## src/rtl/bounce_pulse_gen.sv

```systemverilog
// Bounce/pulse stimulus generator: B contact-bounce glitches followed by one steady pulse of W cycles.
// Optional macro BOUNCE_LFSR_EN randomises each glitch phase length from a 16-bit LFSR.
module bounce_pulse_gen #(
    parameter int WIDTH_W  = 14,
    parameter int GLITCH_W = 8,
    parameter int BOUNCE_W = 4
) (
    input  logic                i_100MHZCLK,
    input  logic                i_RST,
    input  logic                i_START,
    input  logic [WIDTH_W-1:0]  i_WIDTH,
    input  logic [BOUNCE_W-1:0] i_BOUNCES,
    input  logic [GLITCH_W-1:0] i_GLITCH_LEN,
`ifdef BOUNCE_LFSR_EN
    output logic [15:0]         o_LFSR,
`endif
    output logic                o_SIGNAL,
    output logic                o_BUSY,
    output logic                o_DONE,
    output logic [WIDTH_W-1:0]  o_PHASE_CNT
);

    // Handshake: i_START is a request sampled only in IDLE; o_BUSY covers the whole pulse train,
    // o_DONE is a one-cycle strobe in FINISH, and requests seen while not in IDLE are dropped.
    typedef enum logic [2:0] {
        S_IDLE   = 3'd0,
        S_G_HI   = 3'd1,
        S_G_LO   = 3'd2,
        S_STEADY = 3'd3,
        S_FINISH = 3'd4
    } state_t;

    state_t                r_state;
    state_t                w_state_nxt;

    logic                  r_signal;
    logic                  r_busy;
    logic                  r_done;
    logic [WIDTH_W-1:0]    r_phase_cnt;
    logic [WIDTH_W-1:0]    r_width;
    logic [BOUNCE_W-1:0]   r_bounces;
    logic [GLITCH_W-1:0]   r_glitch_cfg;
    logic [GLITCH_W-1:0]   r_glen;

    logic                  w_signal;
    logic                  w_busy;
    logic                  w_done;
    logic [WIDTH_W-1:0]    w_phase_cnt;
    logic [WIDTH_W-1:0]    w_width;
    logic [BOUNCE_W-1:0]   w_bounces;
    logic [GLITCH_W-1:0]   w_glitch_cfg;
    logic [GLITCH_W-1:0]   w_glen;

    logic [GLITCH_W-1:0]   w_len_in_raw;
    logic [GLITCH_W-1:0]   w_len_cfg_raw;
    logic [GLITCH_W-1:0]   w_len_in;
    logic [GLITCH_W-1:0]   w_len_cfg;
    logic [WIDTH_W-1:0]    w_glen_ext;
    logic                  w_start_ok;

`ifdef BOUNCE_LFSR_EN
    logic [15:0]           r_lfsr;
    logic                  w_lfsr_fb;

    // Fibonacci taps 16,14,13,11 on a left-shifting register.
    assign w_lfsr_fb = r_lfsr[15] ^ r_lfsr[13] ^ r_lfsr[12] ^ r_lfsr[10];

    always_ff @(posedge i_100MHZCLK) begin
        if (i_RST) begin
            r_lfsr <= 16'hACE1;
        end else begin
            r_lfsr <= {r_lfsr[14:0], w_lfsr_fb};
        end
    end

    assign w_len_in_raw  = r_lfsr[GLITCH_W-1:0] & i_GLITCH_LEN;
    assign w_len_cfg_raw = r_lfsr[GLITCH_W-1:0] & r_glitch_cfg;
    assign o_LFSR        = r_lfsr;
`else
    assign w_len_in_raw  = i_GLITCH_LEN;
    assign w_len_cfg_raw = r_glitch_cfg;
`endif

    // A zero glitch length would never match the 1-based phase counter, so it becomes 1.
    assign w_len_in   = (w_len_in_raw  == '0) ? GLITCH_W'(1) : w_len_in_raw;
    assign w_len_cfg  = (w_len_cfg_raw == '0) ? GLITCH_W'(1) : w_len_cfg_raw;
    assign w_glen_ext = WIDTH_W'(r_glen);
    assign w_start_ok = i_START && (i_WIDTH != '0);

    always_ff @(posedge i_100MHZCLK) begin
        if (i_RST) begin
            r_state      <= S_IDLE;
            r_signal     <= 1'b0;
            r_busy       <= 1'b0;
            r_done       <= 1'b0;
            r_phase_cnt  <= '0;
            r_width      <= '0;
            r_bounces    <= '0;
            r_glitch_cfg <= '0;
            r_glen       <= '0;
        end else begin
            r_state      <= w_state_nxt;
            r_signal     <= w_signal;
            r_busy       <= w_busy;
            r_done       <= w_done;
            r_phase_cnt  <= w_phase_cnt;
            r_width      <= w_width;
            r_bounces    <= w_bounces;
            r_glitch_cfg <= w_glitch_cfg;
            r_glen       <= w_glen;
        end
    end

    always_comb begin
        w_state_nxt  = r_state;
        w_signal     = r_signal;
        w_busy       = r_busy;
        w_done       = 1'b0;
        w_phase_cnt  = r_phase_cnt;
        w_width      = r_width;
        w_bounces    = r_bounces;
        w_glitch_cfg = r_glitch_cfg;
        w_glen       = r_glen;

        case (r_state)
            S_IDLE: begin
                w_signal = 1'b0;
                w_busy   = 1'b0;
                if (w_start_ok) begin
                    w_width      = i_WIDTH;
                    w_bounces    = i_BOUNCES;
                    w_glitch_cfg = i_GLITCH_LEN;
                    w_signal     = 1'b1;
                    w_busy       = 1'b1;
                    w_phase_cnt  = WIDTH_W'(1);
                    if (i_BOUNCES != '0) begin
                        w_state_nxt = S_G_HI;
                        w_glen      = w_len_in;
                    end else begin
                        w_state_nxt = S_STEADY;
                    end
                end
            end

            S_G_HI: begin
                if (r_phase_cnt == w_glen_ext) begin
                    w_state_nxt = S_G_LO;
                    w_signal    = 1'b0;
                    w_phase_cnt = WIDTH_W'(1);
                    w_bounces   = r_bounces - BOUNCE_W'(1);
                    w_glen      = w_len_cfg;
                end else begin
                    w_phase_cnt = r_phase_cnt + WIDTH_W'(1);
                end
            end

            S_G_LO: begin
                if (r_phase_cnt == w_glen_ext) begin
                    w_signal    = 1'b1;
                    w_phase_cnt = WIDTH_W'(1);
                    if (r_bounces != '0) begin
                        w_state_nxt = S_G_HI;
                        w_glen      = w_len_cfg;
                    end else begin
                        w_state_nxt = S_STEADY;
                    end
                end else begin
                    w_phase_cnt = r_phase_cnt + WIDTH_W'(1);
                end
            end

            S_STEADY: begin
                if (r_phase_cnt == r_width) begin
                    w_state_nxt = S_FINISH;
                    w_signal    = 1'b0;
                    w_busy      = 1'b0;
                    w_done      = 1'b1;
                end else begin
                    w_phase_cnt = r_phase_cnt + WIDTH_W'(1);
                end
            end

            S_FINISH: begin
                w_state_nxt = S_IDLE;
                w_signal    = 1'b0;
                w_busy      = 1'b0;
            end

            default: begin
                w_state_nxt = S_IDLE;
                w_signal    = 1'b0;
                w_busy      = 1'b0;
            end
        endcase
    end

    assign o_SIGNAL    = r_signal;
    assign o_BUSY      = r_busy;
    assign o_DONE      = r_done;
    assign o_PHASE_CNT = r_phase_cnt;

endmodule

```

## config.mk

```make
export PLATFORM = sky130hd
export DESIGN_NAME = bounce_pulse_gen
export DESIGN_NICKNAME = d
export VERILOG_FILES = /design/src/rtl/bounce_pulse_gen.sv
export SDC_FILE = /design/constraint.sdc
export NUM_CORES = 1
export LEC_CHECK = 0
export CAP_MARGIN = 40
export CORE_ASPECT_RATIO = 0.9
export CORE_MARGIN = 5
export CORE_UTILIZATION = 54
export CTS_CLUSTER_SIZE = 14
export DETAILED_ROUTE_END_ITERATION = 10
export HOLD_SLACK_MARGIN = 0.15
export MAX_ROUTING_LAYER = met4
export PLACE_DENSITY = 0.89
export SLEW_MARGIN = 10
export SYNTH_ARGS = -nofsm -noshare
export SYNTH_HDL_FRONTEND = slang
export SYNTH_SLANG_ARGS = --single-unit
```

## constraint.sdc

```tcl
create_clock -name i_100MHZCLK -period 2.3 [get_ports i_100MHZCLK]
set_clock_uncertainty 0.1 [all_clocks]
set_input_delay 0.46 -clock i_100MHZCLK [delete_from_list [all_inputs] [get_ports i_100MHZCLK]]
set_output_delay 0.46 -clock i_100MHZCLK [all_outputs]
set_load 0.02 [all_outputs]
```

==> summary.md <==
| Metric | Value |
|---|---|
| Status | complete, no violations |
| Avg Inst Size Synth | 7.93 um2 |
| Fmax | 447 MHz |
| Fin area | 3920 um2 |
| # diodes | 0 |
| Cell area after synthesis | 2890 um2 |
| Layout cells sized above 1 | 18.2% |
| WP data required | 2410 ps |
| # IOs | 46 |
| Clock insertion delay at the later pin of the skew report | 310 ps |
| Tmin final | 2240 ps |
| Clock buffer depth | 2 |
| Initial antenna violation count | 0 |
| Core area | 5220 um2 |
| Commonest non-fill, non-tap cell in the layout | nand2_1 |
| Nets | 471 |
| Most frequent cells in the layout | nand2_1 (68), dfxtp_1 (50), buf_4 (42), a21oi_1 (34), clkdlybuf4s50_1 (32) |
| Slew @ Worst Pin | 438 ps |
| Crit path kind | in2reg |
| Number of synthesized flops with an enable pin | 0 |
| Netlist cell types | 52 |
| Tot GR Track Use | 24.7% |
| Reg-to-Reg Start | o_PHASE_CNT[13] |
| Crit end category | register |
| Row cnt | 25 |
| Clock slew at reported path FFs | 100 ps |
| Total leakage power | 0.00160 uW |
| Starting Density | 55.3% |
| Num CTS Buffers | 5 |
| Pwr/cell area | 1130 nW/um2 |
| GPL Wtd Cong | 0.915 |
| Slew HR | 70.7% |
| WL met3 | 696 um |
| Drc violations | 0 |
| Final Max Tran Viols | 0 |
| Area grow syn2layout | 35.7% |
| Placed Area | 3600 um2 |
| Mapped Nets | 396 |
| Wire length per cell | 16.9 um |
| Asr flop ratio synth | 0% |
| Ys flop type | dfxtp_1 |
| Antenna viol nets, final | 0 |
| Clk sinks | 54 |
| Syn. warnings | 0 |
| First-pass GRT wire length | 13,300 um |
| Hold slack | 323 ps |
| Maxcap violations | 0 |
| DIE WIDTH | 87.1 um |
| Routed WL | 8560 um |
| H-tree depth | 2 |
| Largest net degree at the start of global routing | 36 |
| Peak VDD IR | 0.00129 V |
| Initial drt markers | 412 |
| Hold Fails Final Rpt | 0 |
| Port bufs | 45 |
| Die area | 6910 um2 |
| Wire length on met2 | 4370 um |
| Crit-path max FO | 24 |
| Highest metal used | met4 |
| First drt pass iteration count | 5 |
| Root buffer cell | clkbuf_8 |
| CP arrival | 2350 ps |
| Final HPWL DP | 5790 um |
| CTS tree | yes |
| Post-synthesis instance total | 364 |
| Flops & latches, synth | 54 |
| Reg2Reg Setup Slack | 110 ps |
| Final period util | 97.4% |
| FF-to-FF End | r_bounces[0] |
| Met1 WL | 3380 um |
| Die Span Y | 79.4 um |
| Vias in the first global route | 2,859 |
| Seq/Total Area, Yosys | 37.5% |
| Final Setup Violations | 0 |
| Hold bufs inserted after CTS | 0 |
| Startpoint types | input pin |
| Gr ovfl total | 0 |
| Worst min path class | in2reg |
| Crit path from | i_WIDTH[2] |
| DR vias | 3,047 |
| Worst Setup EP | r_bounces[3] |
| Reg2reg path depth | 7 |
| Vias per cell | 6.01 |
==> layer usage <==
layer,vias to the layer above,global-route usage [%]
li1,1456,-
met1,1417,30.6
met2,161,41.2
met3,13,3.94
met4,0,7.63
met5,-,-
==> what timing repair did <==
item	4_1_cts	5_1_grt
endpoints found under the setup margin	16	27
resized for setup	3	28
gates cloned	0	2
setup buffers	3	6
pin swaps	2	15
==> state kept, by name, indices dropped and copies added, names as in the netlist <==
name          cells
r_bounces         4
r_glitch_cfg      8
r_state           3
o_SIGNAL          1
r_width          14
o_BUSY            1
o_PHASE_CNT      14
r_glen            8
o_DONE            1
==> worst min path at each step <==
stage               slack, ps            start         endpoint  cells after the start
global placement          340  r_glitch_cfg[0]  r_glitch_cfg[0]                      2
floorplan                 340  r_glitch_cfg[0]  r_glitch_cfg[0]                      2
global route              320      i_WIDTH[13]      r_width[13]                      3
finish                    320      i_WIDTH[13]      r_width[13]                      3
detailed placement        360         o_SIGNAL         o_SIGNAL                      2
CTS                       370         o_SIGNAL         o_SIGNAL                      2
==> per-stage QoR <==
| stage | TNS [ps] | utilization [%] | power, uW | worst slack, ps | cells |
|---|---|---|---|---|---|
| floorplan | 0 | - | 2780 | 172 | 364 |
| global placement | -10760 | 69.0 | 3400 | -342 | 488 |
| detailed placement | -13870 | 69.0 | 3460 | -400 | 488 |
| CTS | 0 | 71.9 | 4160 | 5.38 | 499 |
| global route | -42.7 | 75.0 | 4720 | -15.5 | 507 |
| finish | 0 | 75.0 | 4430 | 60.7 | 507 |
==> synth_stat cells (8+ instances only) <==
library cell | count | area [um2]
a21oi_1 | 34 | 170
a31oi_1 | 8 | 50.1
clkbuf_1 | 13 | 48.8
dfxtp_1 | 54 | 1080
mux2i_1 | 8 | 80.1
nand2_1 | 69 | 259
nand3_1 | 18 | 90.1
nor2_1 | 12 | 45.0
nor3_1 | 17 | 85.1
nor4_1 | 10 | 62.6
o21ai_0 | 10 | 50.1
or4_1 | 8 | 60.1
xnor2_1 | 9 | 78.8
xor2_1 | 14 | 123
==> cells by family (layout without fill, tap and decap cells) <==
group | count (synthesis) | after routing | share of synthesized area [%]
DFF | 54 | 54 | 37.5
xor gates and xnor gates | 23 | 23 | 6.98
adders and majority gates | 3 | 3 | 1.30
buffers and inverters | 32 | 106 | 5.46
muxes | 9 | 9 | 3.16
AOI/OAI and AO/OA | 77 | 79 | 16.9
and+or+nand+nor | 166 | 166 | 28.7
==> worst max-delay path, cell delays in order <==
cell and delay (ps):
dlygate4sd2_1 260, nor4_1 350, buf_4 190, a41oi_4 120, buf_4 160, buf_4 140, and2_1 200, buf_6 190
o21ai_0 200, a21oi_1 80
==> cell type report <==
cell class                      count  area, um2
Inverter                            7       26.3
Fill cell                         356       1310
Clock buffer                        5       68.8
Multi-Input combinational cell    280       1740
Timing Repair Buffer               91        866
Sequential cell                    54       1090
Clock inverter                      3       47.5
Tap cell                           67       83.8
==> where the power goes <==
part	internal [uW]	switching [uW]
Clock	333	330
Combinational	1090	1360
Sequential	1130	191
Total	2550	1880
Note: power is estimated with default switching activity, not from simulation.
